### config.mk
export PLATFORM = sky130hd
export DESIGN_NAME = prog_loader
export DESIGN_NICKNAME = d
export VERILOG_FILES = /design/src/rtl/prog_loader.sv
export SDC_FILE = /design/constraint.sdc
export NUM_CORES = 1
export LEC_CHECK = 0
export ABC_AREA = 1
export CELL_PAD_IN_SITES_DETAIL_PLACEMENT = 1
export CELL_PAD_IN_SITES_GLOBAL_PLACEMENT = 2
export CORE_AREA = 2 2 145 162
export DETAILED_ROUTE_END_ITERATION = 12
export DIE_AREA = 0 0 147 164
export GPL_TIMING_DRIVEN = 1
export PLACE_DENSITY_LB_ADDON = 0.1
export RECOVER_POWER = 50
export REMOVE_ABC_BUFFERS = 1
export SYNTH_ARGS = -nofsm -noshare
export SYNTH_HDL_FRONTEND = slang
export SYNTH_SLANG_ARGS = --single-unit
### constraint.sdc
create_clock -name clk -period 1.6 [get_ports clk]
set_clock_uncertainty 0.2 [all_clocks]
set_input_delay 0.32 -clock clk [delete_from_list [all_inputs] [get_ports clk]]
set_output_delay 0.32 -clock clk [all_outputs]
set_load 0.1 [all_outputs]
### src/rtl/prog_loader.sv
// Runtime program loader: turns a framed byte stream into RAM word writes and holds the CPU in reset meanwhile.
// Optional feature macro: LOADER_CHECKSUM_EN (trailing XOR checksum byte required and checked).
module prog_loader #(
    parameter int unsigned ADDR_W    = 11,
    parameter int unsigned DATA_W    = 32,
    parameter logic [7:0]  SYNC_BYTE = 8'hA5
) (
    input  logic              clk,
    input  logic              rst_n,
    input  logic [7:0]        in_data,
    input  logic              in_valid,
    output logic              in_ready,
    output logic              mem_wr_en,
    output logic [ADDR_W-1:0] mem_addr,
    output logic [DATA_W-1:0] mem_wdata,
    output logic              cpu_rst_n,
    output logic [ADDR_W-1:0] start_pc,
    output logic              load_done,
    output logic              load_err
);

    localparam int unsigned CNT_W     = 16;
    localparam int unsigned MAX_WORDS = 2 ** ADDR_W;

    typedef enum logic [3:0] {
        IDLE, ADDR0, ADDR1, CNT0, CNT1, DATA, CSUM, DONE, ERR
    } state_t;

    state_t              state_q, state_nxt;
    logic [7:0]          addr_lo_q, addr_lo_nxt;
    logic [7:0]          cnt_lo_q, cnt_lo_nxt;
    logic [ADDR_W-1:0]   start_q, start_nxt;
    logic [ADDR_W-1:0]   wr_addr_q, wr_addr_nxt;
    logic [CNT_W-1:0]    words_left_q, words_left_nxt;
    logic [1:0]          byte_idx_q, byte_idx_nxt;
    logic [DATA_W-1:0]   shift_q, shift_nxt;
`ifdef LOADER_CHECKSUM_EN
    logic [7:0]          csum_q, csum_nxt;
`endif

    logic                mem_wr_en_nxt;
    logic [ADDR_W-1:0]   mem_addr_nxt;
    logic [DATA_W-1:0]   mem_wdata_nxt;
    logic                cpu_rst_n_nxt;
    logic [ADDR_W-1:0]   start_pc_nxt;
    logic                load_done_nxt;
    logic                load_err_nxt;

    logic                accept;
    logic                is_sync;
    logic [CNT_W-1:0]    cnt_full;

    assign accept   = in_valid & in_ready;
    assign is_sync  = (in_data == SYNC_BYTE);
    assign cnt_full = {in_data, cnt_lo_q};

    // State and output registers
    always_ff @(posedge clk) begin
        if (!rst_n) begin
            state_q      <= IDLE;
            addr_lo_q    <= '0;
            cnt_lo_q     <= '0;
            start_q      <= '0;
            wr_addr_q    <= '0;
            words_left_q <= '0;
            byte_idx_q   <= '0;
            shift_q      <= '0;
`ifdef LOADER_CHECKSUM_EN
            csum_q       <= '0;
`endif
            in_ready     <= 1'b0;
            mem_wr_en    <= 1'b0;
            mem_addr     <= '0;
            mem_wdata    <= '0;
            cpu_rst_n    <= 1'b0;
            start_pc     <= '0;
            load_done    <= 1'b0;
            load_err     <= 1'b0;
        end else begin
            state_q      <= state_nxt;
            addr_lo_q    <= addr_lo_nxt;
            cnt_lo_q     <= cnt_lo_nxt;
            start_q      <= start_nxt;
            wr_addr_q    <= wr_addr_nxt;
            words_left_q <= words_left_nxt;
            byte_idx_q   <= byte_idx_nxt;
            shift_q      <= shift_nxt;
`ifdef LOADER_CHECKSUM_EN
            csum_q       <= csum_nxt;
`endif
            in_ready     <= 1'b1;
            mem_wr_en    <= mem_wr_en_nxt;
            mem_addr     <= mem_addr_nxt;
            mem_wdata    <= mem_wdata_nxt;
            cpu_rst_n    <= cpu_rst_n_nxt;
            start_pc     <= start_pc_nxt;
            load_done    <= load_done_nxt;
            load_err     <= load_err_nxt;
        end
    end

    // Frame parser: next state and next output values
    always_comb begin
        state_nxt      = state_q;
        addr_lo_nxt    = addr_lo_q;
        cnt_lo_nxt     = cnt_lo_q;
        start_nxt      = start_q;
        wr_addr_nxt    = wr_addr_q;
        words_left_nxt = words_left_q;
        byte_idx_nxt   = byte_idx_q;
        shift_nxt      = shift_q;
`ifdef LOADER_CHECKSUM_EN
        csum_nxt       = csum_q;
`endif
        mem_wr_en_nxt  = 1'b0;
        mem_addr_nxt   = mem_addr;
        mem_wdata_nxt  = mem_wdata;
        cpu_rst_n_nxt  = cpu_rst_n;
        start_pc_nxt   = start_pc;
        load_done_nxt  = load_done;
        load_err_nxt   = load_err;

        case (state_q)
            IDLE: begin
                if (accept && is_sync) begin
                    state_nxt     = ADDR0;
                    cpu_rst_n_nxt = 1'b0;
                end
            end
            ADDR0: begin
                if (accept) begin
                    addr_lo_nxt = in_data;
                    state_nxt   = ADDR1;
                end
            end
            ADDR1: begin
                if (accept) begin
                    start_nxt = ADDR_W'({in_data, addr_lo_q});
                    state_nxt = CNT0;
                end
            end
            CNT0: begin
                if (accept) begin
                    cnt_lo_nxt = in_data;
                    state_nxt  = CNT1;
                end
            end
            CNT1: begin
                if (accept) begin
                    wr_addr_nxt    = start_q;
                    words_left_nxt = cnt_full;
                    byte_idx_nxt   = 2'd0;
`ifdef LOADER_CHECKSUM_EN
                    csum_nxt       = 8'h00;
`endif
                    if (32'(cnt_full) > MAX_WORDS) begin
                        state_nxt     = ERR;
                        load_err_nxt  = 1'b1;
                        load_done_nxt = 1'b0;
                        cpu_rst_n_nxt = 1'b0;
                    end else if (cnt_full == '0) begin
`ifdef LOADER_CHECKSUM_EN
                        state_nxt     = CSUM;
`else
                        state_nxt     = DONE;
                        cpu_rst_n_nxt = 1'b1;
                        start_pc_nxt  = start_q;
                        load_done_nxt = 1'b1;
                        load_err_nxt  = 1'b0;
`endif
                    end else begin
                        state_nxt = DATA;
                    end
                end
            end
            DATA: begin
                if (accept) begin
                    shift_nxt    = {in_data, shift_q[DATA_W-1:8]};
                    byte_idx_nxt = byte_idx_q + 2'd1;
`ifdef LOADER_CHECKSUM_EN
                    csum_nxt     = csum_q ^ in_data;
`endif
                    // Fourth byte completes the word: write it and advance the wrapping address
                    if (byte_idx_q == 2'd3) begin
                        mem_wr_en_nxt  = 1'b1;
                        mem_addr_nxt   = wr_addr_q;
                        mem_wdata_nxt  = {in_data, shift_q[DATA_W-1:8]};
                        wr_addr_nxt    = wr_addr_q + ADDR_W'(1);
                        words_left_nxt = words_left_q - CNT_W'(1);
                        if (words_left_q == CNT_W'(1)) begin
`ifdef LOADER_CHECKSUM_EN
                            state_nxt     = CSUM;
`else
                            state_nxt     = DONE;
                            cpu_rst_n_nxt = 1'b1;
                            start_pc_nxt  = start_q;
                            load_done_nxt = 1'b1;
                            load_err_nxt  = 1'b0;
`endif
                        end
                    end
                end
            end
`ifdef LOADER_CHECKSUM_EN
            CSUM: begin
                if (accept) begin
                    if (in_data == csum_q) begin
                        state_nxt     = DONE;
                        cpu_rst_n_nxt = 1'b1;
                        start_pc_nxt  = start_q;
                        load_done_nxt = 1'b1;
                        load_err_nxt  = 1'b0;
                    end else begin
                        state_nxt     = ERR;
                        load_err_nxt  = 1'b1;
                        load_done_nxt = 1'b0;
                        cpu_rst_n_nxt = 1'b0;
                    end
                end
            end
`endif
            DONE, ERR: begin
                if (accept && is_sync) begin
                    state_nxt     = ADDR0;
                    load_done_nxt = 1'b0;
                    load_err_nxt  = 1'b0;
                    cpu_rst_n_nxt = 1'b0;
                end
            end
            default: state_nxt = IDLE;
        endcase
    end

endmodule

==> flow_summary.json, run 1 <==
{
  "status": "finished with violations",
  "failed_checks": "setup timing",
  "drtIter0Drc": 248,
  "clockBufferDepth": 2,
  "tightest_slew_ns": 0.351,
  "final_cell_mix": "132 x dfxtp_1, 120 x buf_4, 104 x nand2_1",
  "wl_per_cell_um": 19.7,
  "core_area_sq_um": 22500,
  "critPathArrivalTime_ns": 2.08,
  "cts_tree": "built",
  "antenna_found_initial": 0,
  "async_reset_ff_frac": 0,
  "rsz0062_at_grt": "yes",
  "fin_ws_ns": -0.346,
  "hold_class": "primary input to flop",
  "synth_compound_area_frac": 0.189,
  "die_y_um": 164,
  "worstSkewPairLatency_ns": 0.43,
  "hold_viol_final": 0,
  "finalMaxSlewViolations": 0,
  "cp-end-kind": "flop",
  "routed_wl_um": 28500,
  "worstPathMaxFanout": 10,
  "crit_chain": "inv_2 -> nor2_4 -> nand2_4 -> buf_4 -> buf_16 -> o22ai_4 -> buf_12 -> clkbuf_16 -> nand2_4 -> nand2_2 -> nor2_1",
  "die_area_sq_um": 24100,
  "synth_edf_count": 0,
  "htreeDepth": 4,
  "grt_pass1_wl_um": 42000,
  "layout.cells.most_common": "dfxtp_1",
  "min_path_cells": 3,
  "required_ns": 1.73,
  "muxShareOfSynthArea": 0,
  "synth_top_family_by_area": "simple AND/OR/NAND/NOR gates",
  "num_vias": 7007,
  "p_total_mw": 8.86,
  "syn-cell-area_sq_um": 6210,
  "ys_warn_count": 0,
  "crit_path_frequent_cell": "nand2_4",
  "setup_violations": 145,
  "yosys.area_share.simple": 0.253,
  "period_minus_slack_ns": 1.95,
  "ir_drop_uv": 712,
  "dp_slack_ns": -0.655,
  "worst_setup_path_start_kind": "flop",
  "yosys.cell_types.count": 33,
  "synth_fa_ha_area_frac": 0.00806,
  "crit_type": "flop to flop",
  "io_pins": 70,
  "area_growth_pct": 95.7,
  "p_leak_nw": 4.99,
  "ys_seq_elements": 143,
  "fin_crit_sh": 1.22,
  "grt.overflow.total": 0,
  "cp_slowest_stage_delay_ns": 0.35,
  "fillers": 2496,
  "powerDensity_nw_per_um2": 729,
  "seq_area_frac_synth": 0.461,
  "hpwlAfterDp_um": 15800,
  "first_pass_iters": 4,
  "slew_headroom": 0.766,
  "grt_pass1_vias": 7614,
  "grt_usage": 0.224,
  "drv_cap": 0,
  "synth_cells": 877,
  "rows": 58,
  "cts_buffers": 17,
  "final_nets": 1146,
  "worstRegToRegCells": 11,
  "num_antenna_cells": 0,
  "port_buffers": 69,
  "clk_pin_slew_ns": 0.07,
  "fmax_mhz": 514,
  "initial_core_util": 0.276,
  "die_w_um": 147,
  "grt_max_degree": 38,
  "dominantRegCellSynth": "dfxtp_1",
  "drive_above_1_share": 0.577,
  "synthXorXnorAreaFrac": 0.00846,
  "slowest_stage": "dfxtp_2",
  "clkSinkCount": 143,
  "syn_area_per_cell_sq_um": 7.08,
  "cts-root-buf": "clkbuf_16",
  "place.gp.congestion": 0.805,
  "vias_per_cell": 4.85,
  "antenna_left": 0,
  "drc": 0,
  "hold_buffers": 0
}
## report_power, final
part           internal, mW  switching, mW
clock                  2.41           1.83
sequential             3.61         0.0431
combinational         0.367          0.606
total                  6.38           2.47
## cell type report
class	count	area (sq um)	share of cell area
multi-input cells	623	4480	0.369
repair inverters	3	66.3	0.00546
inverters	63	295	0.0243
clock buffers	18	439	0.0362
flip-flops and latches	143	2880	0.237
clock inverters	14	175	0.0144
repair buffers	280	3430	0.283
well taps	300	375	0.0309
## flip-flops by register name, indices dropped and copies added, names as in the netlist, 2 cells and up
register and count:
shift_q 24, mem_addr 11, mem_wdata 32, start_pc 11, state_q 4, words_left_q 16, start_q 11, wr_addr_q 11
cnt_lo_q 8, addr_lo_q 8, byte_idx_q 2
## timing repair
action / 4_1_cts / 5_1_grt
pin swaps: 94 / 86
setup endpoints to repair: 137 / 143
hold endpoints to repair: 0 / 0
gates resized for setup: 387 / 254
buffers inserted: 31 / 28
cloned: 23 / 7
## Yosys cell counts, types with 2 or more instances
library cell | n | area, sq um
nand2_1 | 232 | 871
dfxtp_1 | 143 | 2860
a21oi_1 | 123 | 616
nor2_1 | 112 | 420
o21ai_0 | 77 | 385
inv_1 | 56 | 210
nand3_1 | 27 | 135
clkbuf_1 | 19 | 71.3
buf_2 | 18 | 90.1
a211oi_1 | 6 | 45.0
buf_6 | 6 | 67.6
inv_2 | 6 | 22.5
nand4_1 | 6 | 37.5
o211ai_1 | 5 | 37.5
a31oi_1 | 4 | 25.0
ha_1 | 4 | 50.1
xor2_1 | 4 | 35.0
buf_4 | 3 | 22.5
nand2_4 | 3 | 33.8
nor2_4 | 3 | 33.8
nor3_1 | 3 | 15.0
a21oi_2 | 2 | 17.5
nand2_2 | 2 | 12.5
o21ai_1 | 2 | 10.0
o31ai_1 | 2 | 15.0
xnor2_1 | 2 | 17.5
## path summary, 6_finish.rpt
check                              endpoint  slack, ns                    start
hold / removal     mem_addr[6]$_SDFFE_PN0P_       0.03                    rst_n
hold reg to reg     shift_q[9]$_SDFFE_PN0P_       0.28  shift_q[9]$_SDFFE_PN0P_
setup reg to reg  start_pc[10]$_SDFFE_PN0P_      -0.35  state_q[2]$_SDFFE_PN0P_
setup / recovery  start_pc[10]$_SDFFE_PN0P_      -0.35  state_q[2]$_SDFFE_PN0P_
## metal layers
layer  part of all wire  vias up  GRT usage
met1               0.41     3484      0.268
met4              0.025        0     0.0739
met5                  0        -          0
met2               0.53      123      0.416
met3              0.029       41     0.0306
li1                   -     3359          -
## worst max-delay path: cells and delay by family (launching register included)
family                 cells  cell delay, ns
AOI/OAI and AO/OA          1            0.17
buffers and inverters      5            0.68
DFF                        1            0.35
and+or+nand+nor            5            0.43
## metrics by stage
step / hold WS, ns / std cells / area, sq um / TNS, ns / utilization
2_1_floorplan: 0.148 / 829 / 5950 / -149.92 / -
3_3_place_gp: 0.250 / 1338 / 8750 / -62.17 / 0.389
3_5_place_dp: 0.257 / 1338 / 8750 / -67.17 / 0.389
4_1_cts: 0.0296 / 1422 / 11300 / -17.51 / 0.501
5_1_grt: 0.0224 / 1444 / 12100 / -41.07 / 0.540
6_report: 0.0265 / 1444 / 12100 / -31.07 / 0.540
## cells by family after synthesis
logic type,after synthesis
buf+inv,111
compound gates,223
simple gates,390
fa+ha+maj,4
xor+xnor,6
flops,143
No activity file was read; power rests on OpenSTA's default activity.
==> run 2, diff against run 1 <==
CORE_AREA = 3 3 146 163   (was 2 2 145 162)
DIE_AREA = 0 0 149 166   (was 0 0 147 164)
==> run 2 against run 1 <==
  * The run still ends with setup timing left
  * Sequential share of layout area grew 0.65 points
  * Clock-buffer cell count shrank 1
  * Combinational power up 4%
  * Critical endpoint is now wr_addr_q[5]$_SDFFE_PN0P_
  * Total power grew 1.6%
  * Critical path type is now primary input to flop
  * Wire length decreased by 2.7%
  * Fmax is 1.8% higher
  * Sequential power about the same
  * Global-route usage decreased by 1.4 points
  * First-iteration DRC count is 10% lower
==> flow_summary.json, run 2 (synthesized netlist as in run 1, its figures left out) <==
{
  "status": "finished with violations",
  "failed_checks": "setup timing",
  "powerDensity_nw_per_um2": 753,
  "crit_chain": "clkdlybuf4s50_1 -> nand2_4 -> inv_4 -> nand2_4 -> nor2_4 -> a21oi_4 -> clkinv_4 -> buf_4 -> o21ai_4 -> o21ai_2 -> a21oi_1",
  "io_pins": 70,
  "hpwlAfterDp_um": 16100,
  "clockPowerShare": 0.480,
  "grt_pass1_wl_um": 41200,
  "cp-end-kind": "flop",
  "finalMaxSlewViolations": 0,
  "worstSkewPairLatency_ns": 0.43,
  "clockBufferDepth": 2,
  "reg_top3": "mem_wdata (32), shift_q (24), words_left_q (16)",
  "seqPwrFrac": 0.408,
  "place.gp.congestion": 0.811,
  "grt_pass1_vias": 7482,
  "grt.overflow.total": 0,
  "die_area_sq_um": 24700,
  "slew_headroom": 0.549,
  "hold_class": "primary input to flop",
  "internal_power_mw": 6.54,
  "cts_tree": "built",
  "final_core_utilization": 0.540,
  "grt_usage": 0.210,
  "fillers": 2476,
  "setup_violations": 132,
  "comb_power_share": 0.112,
  "fin_ws_ns": -0.311,
  "hold_buffers": 0,
  "postLayoutCellArea_sq_um": 11900,
  "cts_buffers": 17,
  "initial_core_util": 0.281,
  "die_y_um": 166,
  "rsz0062_at_grt": "yes",
  "critPathArrivalTime_ns": 2.07,
  "drtIter0Drc": 222,
  "area_growth_pct": 92.3,
  "antenna_left": 0,
  "final_nets": 1132,
  "p_leak_nw": 4.91,
  "drc": 0,
  "final_cell_mix": "126 x nand2_1, 118 x buf_4, 109 x dfxtp_1",
  "port_buffers": 69,
  "hold_viol_final": 0,
  "grt_max_degree": 45,
  "die_w_um": 149,
  "drv_cap": 0,
  "cts-root-buf": "clkbuf_16",
  "first_pass_iters": 4,
  "largest_reg_flops": 32,
  "vias_per_cell": 4.87,
  "cp_slowest_stage_delay_ns": 0.44,
  "crit_path_frequent_cell": "nand2_4",
  "top_register": "mem_wdata",
  "swShare": 0.273,
  "crit_family": "buffers and inverters",
  "fmax_mhz": 523,
  "ir_drop_uv": 754,
  "period_minus_slack_ns": 1.91,
  "path_buf_inv": 4,
  "crit_type": "primary input to flop",
  "antenna_found_initial": 1,
  "slowest_stage": "clkdlybuf4s50_1",
  "num_vias": 6939,
  "worstPathMaxFanout": 8,
  "required_ns": 1.76,
  "worst_setup_path_start_kind": "primary input",
  "power.switching_mw": 2.46,
  "layout.cells.most_common": "nand2_1",
  "post_dp_cell_area_sq_um": 8720,
  "tns_ns": -23.75,
  "core_area_sq_um": 22100,
  "drive_above_1_share": 0.575,
  "rows": 57,
  "fin_crit_sh": 1.19,
  "clkSinkCount": 143,
  "wl_per_cell_um": 19.5,
  "htreeDepth": 4,
  "clk_pin_slew_ns": 0.07,
  "routed_wl_um": 27800,
  "tightest_slew_ns": 0.676
}
run 2: through the flow:
| stage | cells | worst slack, ns | hold slack [ns] | power (mW) |
|---|---|---|---|---|
| finish | 1426 | -0.311 | 0.157 | 9.00 |
| global route | 1426 | -0.393 | 0.155 | 9.32 |
| detailed placement | 1330 | -0.733 | 0.259 | 4.52 |
| CTS | 1409 | -0.317 | 0.124 | 8.94 |
| global placement | 1330 | -0.671 | 0.251 | 4.51 |
| floorplan | 829 | -1.72 | 0.148 | 4.08 |
run 2: per-layer routing:
layer / wire length, um / GRT usage / vias to the layer above
li1: - / - / 3358
met1: 11600 / 0.267 / 3423
met2: 14700 / 0.368 / 120
met3: 927 / 0.0308 / 38
met4: 498 / 0.0601 / 0
met5: 0 / 0 / -
run 2: what timing repair did:
action	in CTS	in global routing
resized for setup	336	300
pin swaps	48	91
gates cloned	20	7
hold endpoints to repair	0	0
buffers inserted	28	21
setup endpoints to repair	143	159
run 2: worst reg2reg max path, stage by stage (launching register included):
cell and delay (ns):
dfxtp_1 0.34, ha_4 0.17, nand2_4 0.09, nor2_4 0.07
a21oi_4 0.26, clkinv_4 0.23, buf_4 0.21, o21ai_4 0.06
o21ai_2 0.06, a21oi_1 0.14
run 2: power by group through the flow:
stage	Clock (mW)	Combinational [mW]	Sequential (mW)
after detailed placement	0	0.790	3.73
after global placement	0	0.782	3.73
final	4.32	1.01	3.67
after CTS	4.40	0.890	3.66
after global routing	4.56	1.08	3.67
after floorplan	0	0.275	3.81
run 2: worst paths after layout:
check | from | endpoint | slack (ns) | cells past startpoint
min reg2reg | mem_wdata[13]$_SDFFE_PN0P_ | mem_wdata[13]$_SDFFE_PN0P_ | 0.28 | 2
min | rst_n | words_left_q[1]$_SDFFE_PN0P_ | 0.16 | 4
max reg2reg | byte_idx_q[1]$_SDFFE_PN0P_ | wr_addr_q[5]$_SDFFE_PN0P_ | -0.30 | 9
max | in_valid | wr_addr_q[5]$_SDFFE_PN0P_ | -0.31 | 11
run 2: layout make-up:
cell class              instances  area, sq um  area share
clock inverters                15          198      0.0166
diodes                          1         2.50    0.000210
repair inverters                3         60.1     0.00503
clock buffers                  17          425      0.0356
flip-flops and latches        143         2910       0.244
multi-input cells             625         4430       0.371
repair buffers                264         3250       0.272
well taps                     295          369      0.0309
inverters                      63          288      0.0241
